**src/rtl/memctrl_host_if.sv**
```systemverilog
// memctrl_host_if: host valid/ready front end that sequences single-beat requests onto the memory controller pins
// Ports: CLK, RST (synchronous, active-high); REQ_VALID/REQ_READY/REQ_WRITE/REQ_ADDR/REQ_WDATA request side;
// RSP_VALID/RSP_WRITE/RSP_RDATA response side, plus RSP_READY when MEMHOST_RSP_BP_EN is defined;
// M_ADDR/M_CE/M_CSB/M_WEB/M_OEB/M_IDATA controller pins (all registered), M_ODATA controller read data.
// Optional feature macro: MEMHOST_RSP_BP_EN (response backpressure; undefined = one-cycle response).
module memctrl_host_if #(
    parameter int RD_LAT = 1
) (
    input  logic        CLK,
    input  logic        RST,
    input  logic        REQ_VALID,
    output logic        REQ_READY,
    input  logic        REQ_WRITE,
    input  logic [15:0] REQ_ADDR,
    input  logic [7:0]  REQ_WDATA,
    output logic        RSP_VALID,
    output logic        RSP_WRITE,
    output logic [7:0]  RSP_RDATA,
`ifdef MEMHOST_RSP_BP_EN
    input  logic        RSP_READY,
`endif
    output logic [15:0] M_ADDR,
    output logic        M_CE,
    output logic        M_CSB,
    output logic        M_WEB,
    output logic        M_OEB,
    output logic [7:0]  M_IDATA,
    input  logic [7:0]  M_ODATA
);
    typedef enum logic [1:0] {IDLE, SETUP, STROBE, RESP} state_t;
    state_t state, state_n;
    logic [3:0] cnt;
    logic wr_q, wr_d, accept, capture, resp_done, pins_on;
    logic [15:0] addr_q, addr_d, addr_n;
    logic [7:0] wdata_q, wdata_d, idata_n, rdata_n;
    logic ready_n, web_n, oeb_n, rvalid_n, rwrite_n;

    assign accept  = state == IDLE && REQ_VALID;
    assign capture = state == STROBE && !wr_q && cnt == 4'd0;
    // next-cycle view of the latched request, so pins are correct in the SETUP cycle right after accept
    assign wr_d    = accept ? REQ_WRITE : wr_q;
    assign addr_d  = accept ? REQ_ADDR : addr_q;
    assign wdata_d = accept ? REQ_WDATA : wdata_q;
`ifdef MEMHOST_RSP_BP_EN
    assign resp_done = RSP_READY;
`else
    assign resp_done = 1'b1;
`endif

    always_ff @(posedge CLK) begin
        if (RST) begin
            state     <= IDLE;
            cnt       <= 4'd0;
            wr_q      <= 1'b0;
            addr_q    <= 16'h0000;
            wdata_q   <= 8'h00;
            REQ_READY <= 1'b1;
            RSP_VALID <= 1'b0;
            RSP_WRITE <= 1'b0;
            RSP_RDATA <= 8'h00;
            M_ADDR    <= 16'h0000;
            M_CE      <= 1'b0;
            M_CSB     <= 1'b1;
            M_WEB     <= 1'b1;
            M_OEB     <= 1'b1;
            M_IDATA   <= 8'h00;
        end else begin
            state     <= state_n;
            cnt       <= state == SETUP ? 4'(RD_LAT - 1) : (state == STROBE && cnt != 4'd0) ? cnt - 4'd1 : cnt;
            wr_q      <= wr_d;
            addr_q    <= addr_d;
            wdata_q   <= wdata_d;
            REQ_READY <= ready_n;
            RSP_VALID <= rvalid_n;
            RSP_WRITE <= rwrite_n;
            RSP_RDATA <= rdata_n;
            M_ADDR    <= addr_n;
            M_CE      <= pins_on;
            M_CSB     <= !pins_on;
            M_WEB     <= web_n;
            M_OEB     <= oeb_n;
            M_IDATA   <= idata_n;
        end
    end

    always_comb begin
        state_n = state;
        case (state)
            IDLE:   if (REQ_VALID) state_n = SETUP;
            SETUP:  state_n = STROBE;
            STROBE: if (wr_q || cnt == 4'd0) state_n = RESP;
            RESP:   if (resp_done) state_n = IDLE;
        endcase
    end

    // outputs are registered, so they are decoded from the state being entered
    always_comb begin
        pins_on  = state_n == SETUP || state_n == STROBE;
        ready_n  = state_n == IDLE;
        addr_n   = pins_on ? addr_d : 16'h0000;
        idata_n  = pins_on ? wdata_d : 8'h00;
        web_n    = !(state_n == STROBE && wr_d);
        oeb_n    = !(state_n == STROBE && !wr_d);
        rvalid_n = state_n == RESP;
        rwrite_n = state_n == RESP && wr_d;
        // RSP_RDATA is zero outside RESP, so a write response naturally reports 0x00
        rdata_n  = capture ? M_ODATA : (state_n == RESP ? RSP_RDATA : 8'h00);
    end
endmodule

```
**config.mk**
```make
export PLATFORM = sky130hd
export DESIGN_NAME = memctrl_host_if
export DESIGN_NICKNAME = d
export VERILOG_FILES = /design/src/rtl/memctrl_host_if.sv
export SDC_FILE = /design/constraint.sdc
export NUM_CORES = 1
export LEC_CHECK = 0
export BUFFER_PORTS_ARGS = -buffer_cell sky130_fd_sc_hd__buf_4
export CORE_ASPECT_RATIO = 1.5
export CORE_MARGIN = 4
export CORE_UTILIZATION = 43
export CTS_CLUSTER_DIAMETER = 80
export DETAILED_ROUTE_END_ITERATION = 16
export HOLD_SLACK_MARGIN = 0.05
export PLACE_DENSITY = 0.72
export SLEW_MARGIN = 20
export SYNTH_ARGS = -nofsm -noshare
export SYNTH_HDL_FRONTEND = slang
export SYNTH_SLANG_ARGS = --single-unit
```
**constraint.sdc**
```tcl
create_clock -name CLK -period 3.95 [get_ports CLK]
set_input_delay 0.395 -clock CLK [delete_from_list [all_inputs] [get_ports CLK]]
set_output_delay 0.395 -clock CLK [all_outputs]
set_load 0.01 [all_outputs]
```
==> flow_summary.ini, run 1 <==
[outcome]
status = completed

[global_route]
antenna_found_initial = 0
grt_max_degree = 56
track_usage = 0.1434
first_global_vias = 1780
grt_pass1_wl_um = 7859
grt.overflow.total = 0

[critical_path]
required_ps = 4140
cp-end-kind = flop
crit_family = simple AND/OR/NAND/NOR gates
cp_max_fo = 26
crit_arrival_ps = 2850
crit_chain = inv_1 > ha_1 > or3b_4 > a211o_1 > inv_1 > ha_1 > nand2b_1 > nor2_1
max_stage_delay_ps = 690
slowest_stage = nand2b_1
worstSetupPathType = flop to flop
path_buf_inv = 2
crit_path_start_kind = flop

[synthesis]
yosysSeqAreaShare = 0.5830
yosys_warnings = 0
netlist_area_sq_um = 2404
synth_nets = 272
ys_ff_latch = 70
yosysTopAreaCell = dfxtp_1
synthDistinctLibCells = 31
synthTopCellsByArea = dfxtp_1, mux2i_1, nor2_1
synth_top_cell_area_share = 0.5830
postSynthAreaPerCell_sq_um = 10.54
synthCells = 228

[min_path]
hold_path_class = input pin to flop

[cts]
path_clk_slew_ps = 80
cts-root-buf = clkbuf_8
h-tree-depth = 3
postCtsSetupRepairBufs = 0
clk_path_buf_depth = 2
holdBufCountCts = 0
cts_buffers = 9
cts_sinks = 70
clk-insertion-delay-late_ps = 340
tritoncts = done
cts_resized = 0

[routing]
drtAntennaViolNets = 0
drt_iter0_drc = 90
drc_errors = 0
wirelength_um = 4722
vias = 1782
wl_per_cell_um = 12.59
first_pass_iters = 4
viasPerCell = 4.752

[floorplan]
coreArea_sq_um = 5450
io_pins = 75
initial_utilization = 0.4410
num_rows = 33
die_x_um = 69.05
dieArea_sq_um = 6874
die_h_um = 99.57

[timing]
finalCritPeriodShare = 0.6739
setup_violations = 0
slew_headroom = 0.3543
rsz0062_at_grt = no
drv_slew = 0
hold_viol = 0
fin_crit_ps = 2662
fin_tns_setup_ps = 0
fmax_mhz = 375.7
fin_hold_ws_ps = 307.4
finClkSkew_ps = 8.761
tightest_slew_ps = 968.6

[placement]
portBuffers = 74
place_congestion = 0.7936
hpwl_um = 3272

[power]
power_density_nw_per_um2 = 659.7
leakagePower_uw = 0.001503
finalPower_uw = 2112
peakVddDrop_uv = 383.8

[cells_and_area]
fill_cells = 513
area_delta_synth_final_pct = 33.21
multiInputGateArea_sq_um = 909.6
nets = 344
final_layout_size_suffix_gt1_frac = 0.3082
regArea_sq_um = 1401
insertedDiodeCount = 0

[flow_run]
maxCapViolCount = 0
final cells by class:
class / instances / share of cell area
Clock buffer: 12 / 0.04846
Tap cell: 70 / 0.02735
Sequential cell: 70 / 0.4377
Inverter: 8 / 0.009379
Timing Repair Buffer: 75 / 0.1758
Multi-Input combinational cell: 136 / 0.2841
Clock inverter: 4 / 0.01719
per-layer routing:
layer,vias up,track usage,share of wire
li1,909,-,-
met1,812,0.1520,0.42
met2,53,0.2485,0.51
met3,8,0.04651,0.061
met4,0,0.08120,0.014
met5,-,0,0
stage by stage:
step	std cells	setup slack (ps)	instance area (sq um)	utilization
3_5_place_dp	359	1250	2992	0.5489
3_3_place_gp	359	1342	2992	0.5489
2_1_floorplan	228	1697	2404	-
6_report	375	1288	3202	0.5875
5_1_grt	375	1030	3202	0.5875
4_1_cts	375	1252	3202	0.5875
worst register-to-register path, stage by stage, from the launching register on:
cell	delay [ps]
dfxtp_1	330
inv_1	100
ha_1	200
or3b_4	430
a211o_1	320
inv_1	90
ha_1	230
nand2b_1	690
nor2_1	130
placed cells by master (no fill, tap or decap), types with 2 or more instances in the layout:
master    netlist  layout
nor2_1         52      52
ha_1            8       8
inv_1           8       8
nor3b_1         2       2
clkbuf_8        0      11
clkinv_4        0       2
nand2_1        10      10
buf_4           0      75
or4b_1          8       8
mux2i_1        25      25
a21oi_1         2       2
o31ai_1         8       8
dfxtp_1        70      70
nor3_1          4       4
cell usage after synthesis, drive strengths merged:
master / count
clkbuf: 3
and4b: 1
and3: 1
nor3: 4
a31o: 1
buf: 11
nand3b: 1
nand3: 1
o31ai: 8
or4b: 8
a211o: 1
nor2: 53
nor4b: 1
o41ai: 1
nand2b: 1
mux2i: 25
a2111oi: 1
inv: 8
nor4: 1
nor2b: 1
a21oi: 2
nor3b: 2
nand4bb: 1
ha: 8
dfxtp: 70
or3b: 2
or2: 1
nand2: 10
final timing paths:
check / to / depth (start not counted) / slack [ps] / startpoint
max: M_ADDR[8] / 8 / 1290 / cnt[0]
min: wdata_q[1] / 3 / 310 / REQ_WDATA[1]
max reg2reg: M_ADDR[8] / 8 / 1290 / cnt[0]
min reg2reg: RSP_RDATA[6] / 2 / 450 / RSP_RDATA[6]
where the power goes:
| part | leakage (uW) | switching (uW) | total, uW | internal (uW) |
|---|---|---|---|---|
| sequential | 0.000572 | 47.9 | 896 | 848 |
| combinational | 0.000829 | 351 | 629 | 277 |
| clock | 0.000103 | 259 | 588 | 328 |
| total | 0.00150 | 658 | 2110 | 1450 |
kinds of logic after synthesis:
| group | Yosys count | share of synthesized area |
|---|---|---|
| adders and majority gates | 8 | 0.04165 |
| AOI/OAI and AO/OA | 14 | 0.04633 |
| and+or+nand+nor | 89 | 0.1864 |
| muxes | 25 | 0.1041 |
| DFF | 70 | 0.5830 |
| buffers and inverters | 22 | 0.03852 |
registers in the layout (all words and copies together) (netlist names):
signal	flops
M_WEB	1
M_CE	1
RSP_VALID	1
addr_q	16
M_ADDR	16
M_OEB	1
wdata_q	8
REQ_READY	1
RSP_WRITE	1
wr_q	1
RSP_RDATA	8
M_CSB	1
M_IDATA	8
state	2
cnt	4
(Power assumes the default switching activity.)
==> inputs of run 2 (changes only) <==
--- a/config.mk
+++ b/config.mk
@@ -12,7 +12,7 @@
 export CTS_CLUSTER_DIAMETER = 80
 export DETAILED_ROUTE_END_ITERATION = 16
 export HOLD_SLACK_MARGIN = 0.05
-export PLACE_DENSITY = 0.72
+export PLACE_DENSITY = 0.75
 export SLEW_MARGIN = 20
 export SYNTH_ARGS = -nofsm -noshare
 export SYNTH_HDL_FRONTEND = slang
==> constraint.sdc (replaced) <==
create_clock -name CLK -period 2.4 [get_ports CLK]
set_input_delay 0.24 -clock CLK [delete_from_list [all_inputs] [get_ports CLK]]
set_output_delay 0.24 -clock CLK [all_outputs]
set_load 0.01 [all_outputs]
==> run 2 against run 1 <==
Effect of this change: register-to-register slack got worse by 1100 ps; total power up 65%; clock power up 57%; highest routed layer unchanged.
==> flow_summary.ini, run 2 (same netlist as run 1, synthesis figures left out) <==
[cts]
cts_buffers = 9
postCtsSetupRepairBufs = 0
clk_path_buf_depth = 2
cts_resized = 0
h-tree-depth = 3
tritoncts = done
holdBufCountCts = 0
clk-insertion-delay-late_ps = 330
cts-root-buf = clkbuf_8
cts_sinks = 70
path_clk_slew_ps = 70

[global_route]
track_usage = 0.1403
grt_max_degree = 56
grt_util_met3 = 0.06471
busiest_layer = met2
grt_pass1_wl_um = 7624
use_met1 = 0.1484
met2_usage = 0.2309
grt.overflow.total = 0
first_global_vias = 1723
antenna_found_initial = 0

[critical_path]
r2r_cells = 9
r2r_start = cnt[0]
cp_max_fo = 15
required_ps = 2620
crit_arrival_ps = 2460
crit_path_start_kind = flop
cp-startpoint = cnt[0]
cp-end-kind = flop
worstSetupPathType = flop to flop

[timing]
rsz0062_at_grt = no
fmax_mhz = 447.3
finalCritPeriodShare = 0.9315
setup_violations = 0
hold_viol = 0
finClkSkew_ps = 7.857
fin_crit_ps = 2236
slew_headroom = 0.6435
fin_tns_setup_ps = 0
tightest_slew_ps = 534.7
drv_slew = 0

[min_path]
min_path_cells = 3
hp-start = REQ_ADDR[7]
hold_path_class = input pin to flop

[cells_and_area]
area_delta_synth_final_pct = 33.78
nets = 347
layout_commonest_cell = buf_4
insertedDiodeCount = 0
layout.cells.most_common_list = buf_4, dfxtp_1, nor2_1
final_layout_size_suffix_gt1_frac = 0.3160
fill_cells = 488
reg_top3 = M_ADDR x16, addr_q x16

[routing]
vias = 1799
first_pass_iters = 5
drt_iter0_drc = 65
wirelength_um = 4695
drc_errors = 0
wl_per_cell_um = 12.45
drtAntennaViolNets = 0
viasPerCell = 4.772

[outcome]
status = completed

[flow_run]
maxCapViolCount = 0

[placement]
hpwl_um = 3327
portBuffers = 74
place_congestion = 0.7076

[floorplan]
die_h_um = 99.57
dieArea_sq_um = 6874
die_x_um = 69.05
coreArea_sq_um = 5450
num_rows = 33
io_pins = 75
initial_utilization = 0.4410

[power]
peakVddDrop_uv = 746.5
finalPower_uw = 3491
leakagePower_uw = 0.001515
power_density_nw_per_um2 = 1086
run 2: cell count changes in the layout (fill, tap and decap cells not counted), sizes merged:
| cell | delta |
|---|---|
| clkinvlp | -1 |
| buf | +3 |
run 2: worst max-delay path: stages, from the launching register on:
cell,delay [ps]
dfxtp_1,320
inv_1,90
ha_1,210
or3b_4,430
a211o_1,320
inv_1,100
ha_2,270
nand2b_1,90
buf_4,220
nor2_1,70
run 2: per-layer routing:
layer | vias to the layer above | routed length, um
li1 | 912 | -
met1 | 824 | 1915
met2 | 52 | 2288
met3 | 11 | 337
met4 | 0 | 153
met5 | - | 0
run 2: report_power, final:
group	internal [uW]	switching [uW]	total [uW]
Combinational	494	595	1090
Clock	531	395	926
Sequential	1400	79.3	1480
run 2: worst paths after layout:
check	end	slack, ps
max	M_IDATA[7]	160
min	addr_q[7]	160
min reg2reg	RSP_RDATA[4]	460
max reg2reg	M_IDATA[7]	160
run 2: metrics by stage:
step | std cells | area, sq um | util | setup WS, ps | hold slack [ps]
3_5_place_dp | 362 | 3014 | 0.5530 | 218.5 | 453.4
4_1_cts | 377 | 3213 | 0.5895 | 206.0 | 142.9
2_1_floorplan | 228 | 2404 | - | 146.7 | 403.1
6_report | 377 | 3216 | 0.5900 | 164.5 | 161.2
3_3_place_gp | 362 | 3014 | 0.5530 | 287.7 | 446.1
5_1_grt | 377 | 3216 | 0.5900 | 41.17 | 150.9
run 2: area by class of cell:
| type | count | area, sq um | share of cell area |
|---|---|---|---|
| timing repair buffer | 78 | 585.6 | 0.1821 |
| multi-input combinational | 136 | 912.1 | 0.2837 |
| tap | 70 | 87.58 | 0.02724 |
| clock buffer | 12 | 155.1 | 0.04825 |
| sequential | 70 | 1401 | 0.4358 |
| inverter | 8 | 30.03 | 0.009339 |
| clock inverter | 3 | 43.79 | 0.01362 |
